==> config.mk <==
export PLATFORM = sky130hd
export DESIGN_NAME = clk_div_param
export DESIGN_NICKNAME = d
export VERILOG_FILES = /design/src/rtl/clk_div_param.sv
export SDC_FILE = /design/constraint.sdc
export NUM_CORES = 1
export LEC_CHECK = 0
export CORE_MARGIN = 5
export CORE_UTILIZATION = 55
export DETAILED_ROUTE_END_ITERATION = 12
export PLACE_DENSITY = 0.8
export SKIP_CTS_REPAIR_TIMING = 1
export SYNTH_ARGS = -nofsm -noshare
export SYNTH_HDL_FRONTEND = slang
export SYNTH_SLANG_ARGS = --single-unit
==> constraint.sdc <==
create_clock -name i_ref_clk -period 3.1 [get_ports i_ref_clk]
set_clock_uncertainty 0.2 [all_clocks]
set_input_delay 0.465 -clock i_ref_clk [delete_from_list [all_inputs] [get_ports i_ref_clk]]
set_output_delay 0.465 -clock i_ref_clk [all_outputs]
set_load 0.1 [all_outputs]
==> src/rtl/clk_div_param.sv <==
// rtl/clk_div_param.sv - parametrised integer clock divider with boundary-aligned ratio changes
module clk_div_param #(
    parameter int RATIO_W       = 8,
    parameter bit ODD_HIGH_LONG = 1'b1,
    parameter bit STOP_AT_END   = 1'b1
) (
    input  logic               i_ref_clk,
    input  logic               i_rst_n,
    input  logic               i_clk_en,
    input  logic [RATIO_W-1:0] i_div_ratio,
    output logic               o_div_clk,
    output logic               o_tick,
    output logic               o_active
);

    localparam logic [0:0] ST_IDLE = 1'b0;
    localparam logic [0:0] ST_RUN  = 1'b1;

    logic [0:0]         r_state;
    logic [RATIO_W-1:0] r_cnt;
    logic [RATIO_W-1:0] r_act;
    logic [RATIO_W-1:0] r_h_act;
    logic               r_div_clk;
    logic               r_tick;
    logic               r_active;

    logic               w_ratio_ok;
    logic               w_at_end;
    logic               w_load;
    logic               w_go_idle;
    logic [RATIO_W:0]   w_n_ext;
    logic [RATIO_W:0]   w_inc_ext;
    logic [RATIO_W:0]   w_h_ext;
    logic [RATIO_W-1:0] w_cnt_inc;

    // High length is formed one bit wider so (N+1)/2 cannot wrap at the maximum ratio.
    always_comb begin
        w_n_ext   = {1'b0, i_div_ratio};
        w_inc_ext = '0;
        if (ODD_HIGH_LONG && i_div_ratio[0]) begin
            w_inc_ext = {{RATIO_W{1'b0}}, 1'b1};
        end
        w_h_ext = (w_n_ext + w_inc_ext) >> 1;
    end

    assign w_ratio_ok = (i_div_ratio >= {{(RATIO_W-1){1'b0}}, 1'b1} + {{(RATIO_W-1){1'b0}}, 1'b1});
    assign w_at_end   = (r_cnt == r_act - {{(RATIO_W-1){1'b0}}, 1'b1});
    assign w_cnt_inc  = r_cnt + {{(RATIO_W-1){1'b0}}, 1'b1};
    assign w_load     = i_clk_en && w_ratio_ok && ((r_state == ST_IDLE) || w_at_end);

    // Without a load, IDLE stays idle, a boundary ends the run, and an early stop
    // only cuts the period short when stopping at the period end is disabled.
    assign w_go_idle  = (r_state == ST_IDLE) || w_at_end || (!i_clk_en && !STOP_AT_END);

    always_ff @(posedge i_ref_clk or negedge i_rst_n) begin
        if (!i_rst_n) begin
            r_state   <= ST_IDLE;
            r_cnt     <= '0;
            r_act     <= '0;
            r_h_act   <= '0;
            r_div_clk <= 1'b0;
            r_tick    <= 1'b0;
            r_active  <= 1'b0;
        end else if (w_load) begin
            r_state   <= ST_RUN;
            r_cnt     <= '0;
            r_act     <= i_div_ratio;
            r_h_act   <= w_h_ext[RATIO_W-1:0];
            r_div_clk <= (w_h_ext != '0);
            r_tick    <= 1'b1;
            r_active  <= 1'b1;
        end else if (w_go_idle) begin
            r_state   <= ST_IDLE;
            r_cnt     <= '0;
            r_div_clk <= 1'b0;
            r_tick    <= 1'b0;
            r_active  <= 1'b0;
        end else begin
            r_cnt     <= w_cnt_inc;
            r_div_clk <= (w_cnt_inc < r_h_act);
            r_tick    <= 1'b0;
        end
    end

    assign o_div_clk = r_div_clk;
    assign o_tick    = r_tick;
    assign o_active  = r_active;

endmodule

; ---- Word-level counts from Yosys, hierarchy flattened
; Index checks and enable logic that the tools add are counted.
[totals]
reg_bits = 27
output_inout_bits = 3
elab_cells = 26
[classes]
addsub = 3
magnitude_cmp = 2
n_eq_ne = 1
muxes = 8
bitwise = 1
reduce_logical = 5
[op_table]
columns = operator, n
row1 = 8-bit 2-to-1 mux, 2
row2 = 8-bit by 1-bit adder with 9-bit output, 1
row3 = 9-bit nonzero test, 1
row4 = 8-bit by 1-bit adder with 8-bit output (second input constant), 1
row5 = 8-bit == test, 1
row6 = 8-bit by 2-bit >= comparator with 1-bit output (second input constant), 1
row7 = 8-bit less-than comparator, 1
row8 = 8-bit by 1-bit subtractor with 8-bit output (second input constant), 1
row9 = 1-bit 2-to-1 mux, 6
row10 = 1-bit logical AND, 2
row11 = 2-bit nonzero test, 1
row12 = 1-bit logical OR, 1
row13 = 1-bit inverter, 1

; ---- Longest topological paths before layout
[logic_depth]
ltp_word = 5
ltp_mapped = 9
mapped_depth_nobuf = 9

; ---- Worst setup path before layout
; OpenSTA, ideal clock, no wires.
[synth_path]
path_type = register to register
start = reg r_act[0]
end = reg r_div_clk (netlist: o_div_clk)
arrival_ps = 2103
slack_ps = 673
stages_incl_launch_ff = 9
n_path_buf = 0
cell_sequence = dfrtp_1 > inv_1 > ha_1 > o21bai_1 > a311o_1 > and3_1 > a32oi_2 > and2_4 > mux2_2
[synth_via]
elab_chain_len = 5
[synth_rtl]
columns = element, line_no
row1 = from (decl), 21  ; logic [RATIO_W-1:0] r_act;
row2 = from (signal assigned), 67  ; r_act <= i_div_ratio;
row3 = 8-bit by 1-bit subtractor with 8-bit output (*), 47  ; assign w_at_end = (r_cnt == r_act - {{(RATIO_W-1){1'b0}}, 1'b1});
row4 = 8-bit == test (*), 47
row5 = 1-bit logical OR (*), "49, 53"
row6 = 1-bit 2-to-1 mux or 1-bit logical AND (tied branches), "72, 49"
row7 = 1-bit 2-to-1 mux (*), 64  ; end else if (w_load) begin
row8 = to (signal assigned), 69  ; r_div_clk <= (w_h_ext != '0);
row9 = to (signal assigned), 80  ; r_div_clk <= (w_cnt_inc < r_h_act);
row10 = to (decl), 23  ; logic r_div_clk;
; Every way passes the cells marked *; elsewhere a longest branch is shown, timed or not.
; A chain may end at the register's enable or synchronous reset.

; ---- Worst setup path after layout
; Ends and elaborated chain as after synthesis.

==> impl_metrics.ini <==
[cts]
ctsRootBufferMaster = clkbuf_4
cts_tree = done
cts_buffers = 3
clk_latency_ps = 330
cts.sinks = 27
cts.clk_slew.worst_paths_ps = 150
h-tree-depth = 1
ctsLongestPathBuffers = 2

[sta]
hold_viol = 0
max_freq_ghz = 0.375
fin_crit_sh = 0.860
final-max-slew-violation-count = 0
rsz0062_at_grt = false
maxSlewHeadroom = 0.704
period_minus_slack_ps = 2670
finalSetupViolCount = 0
tightest_slew_ps = 442
final.setup.tns_ps = 0

[setup_path]
path_class = flop to flop
crit_path_max_fanout = 12
cp-end-kind = flop
cp_slowest_cell = dfrtp_1
critPathTopFamily = compound AO/OA/AOI/OAI gates
critical_path_required_ps = 3140
crit_arrival_ps = 2710
critical_path.max_stage_delay_ps = 440
worst_setup_path_start_kind = flop
critPathBufInv = 1
path_cells = inv_1, ha_1, o21bai_1, a311o_1, and3_1, a32oi_2, and2_4, mux2_2

[synth]
synth_area_per_cell_um2 = 10.0
async_flop_share = 1.00
synthXorXnorAreaFrac = 0.118
ys_warn_count = 0
netlist_area_um2 = 1790
synth_nets = 200
syn_inst = 178
synth_cell_types = 47
synth-compound-area-share = 0.126
synth_top_family_by_area = simple AND/OR/NAND/NOR gates
ys_ff_latch = 27
synth-seq-area-share = 0.378
synth.area.mux_share = 0.0903
ys.flop_type = dfrtp_1
synth_edf_count = 0
synthAdderAreaFrac = 0.0770
synthSimpleGateAreaFrac = 0.159

[global_route]
grt_max_degree = 28
grt_pass1_vias = 1386
grtUsageTotal = 0.192
grt_pass1_wl_um = 6510
antenna_found_initial = 0
gr-total-overflow = 0

[placement]
routabilityCongestion = 0.902
io_buffers = 13
dpl.hpwl_um = 3050

[routing]
vias = 1341
drt_iter0_markers = 78
vias_per_cell = 5.73
route.detailed.drc = 0
wire_per_inst_um = 16.2
drt_pre_antenna_iters = 4
wl_um = 3790
final_antenna_net_count = 0

[floorplan]
design.die.area_um2 = 4490
num_rows = 20
dieWidth_um = 67.0
core_um2 = 3080
die_y_um = 67.0
start_util = 0.581
io_pins = 14

[layout]
final_common_cell = dfrtp_1
syn2layout_area_growth_pct = 10.4
mostFrequentLayoutCells = dfrtp_1, inv_1, xnor2_1, nor2_1, ha_1
diodes = 0
fill_cells = 258
nets = 213
drive_gt1_frac = 0.100

[run]
cap_violations = 0

[power_and_ir_drop]
p_leak_nw = 0.880
vdd_drop_max_v = 0.000390
power_density_nw_per_um2 = 904
total_power_w = 0.00178

[status]
status = finished clean

[worst_hold_path]
hp-class = primary input to async pin
## logic make-up (layout without fill, tap and decap cells)
kind of cell / after synthesis / count (layout)
muxes: 14 / 14
xor gates and xnor gates: 24 / 24
adders and majority gates: 11 / 11
DFF: 27 / 27
and+or+nand+nor: 52 / 52
AOI/OAI and AO/OA: 27 / 27
buffers and inverters: 23 / 35
## power breakdown
group | total (W) | switching, W | internal, W
Sequential | 0.000658 | 0.000156 | 0.000502
Clock | 0.000158 | 0.000109 | 0.0000486
Combinational | 0.000967 | 0.000526 | 0.000441
## registers in the layout, indices dropped and copies added, names as in the netlist
signal and cells:
r_act 8, r_cnt 8, r_h_act 8, o_div_clk 1
o_active 1, o_tick 1
## path summary, 6_finish.rpt
check                             end  cells after the start  slack, ps  startpoint
setup / recovery            o_div_clk                      8        430    r_act[0]
hold / removal             r_h_act[7]                      2        290     i_rst_n
setup reg to reg            o_div_clk                      8        430    r_act[0]
hold reg to reg            r_h_act[7]                      2        340  r_h_act[7]
max in group asynchronous    r_cnt[7]                      2       2160     i_rst_n
min in group i_ref_clk     r_h_act[7]                      2        340  r_h_act[7]
## per-layer routing
layer,share of wire,GRT usage
met1,0.44,0.255
met2,0.50,0.314
met3,0.029,0.0236
met4,0.032,0.0785
met5,0,0
## stage by stage
step | util | std cells | instance area (um2) | worst slack [ps] | hold slack, ps
after floorplan | - | 178 | 1790 | 673 | -30.6
after global placement | 0.632 | 230 | 1950 | 498 | 311
after detailed placement | 0.632 | 230 | 1950 | 333 | 318
after CTS | 0.641 | 234 | 1970 | 420 | 305
after global routing | 0.641 | 234 | 1970 | 253 | 332
final | 0.641 | 234 | 1970 | 434 | 292
## synthesized netlist by cell type, types with 2 or more instances
cell type  instances  share of area
a21boi_0           2         0.0084
a21oi_1            3         0.0084
a22oi_1            2         0.0084
a32o_1             2          0.011
and2_1             2         0.0070
and3_1             2         0.0070
clkbuf_1           3         0.0063
dfrtp_1           27           0.38
ha_1              11          0.077
inv_1             16          0.034
mux2_4             4          0.034
mux2i_1            9          0.050
nand2_1            9          0.019
nand3_1            8          0.022
nand4_1            3          0.010
nor2_1            12          0.025
nor2b_1            6          0.021
nor3b_1            2         0.0084
nor4_1             2         0.0070
o21bai_1           2         0.0084
o22ai_1            2         0.0070
o31ai_1            2         0.0084
xnor2_1           15          0.073
xor2_1             9          0.044
## area by class of cell
cell class / instances / area [um2] / share of cell area
multi-input combinational: 128 / 1020 / 0.516
sequential: 27 / 676 / 0.342
tap: 44 / 55.1 / 0.0279
clock buffer: 3 / 22.5 / 0.0114
timing repair buffer: 14 / 130 / 0.0659
inverter: 17 / 66.3 / 0.0336
clock inverter: 1 / 5.00 / 0.00254
No activity file was read; power rests on OpenSTA's default activity.
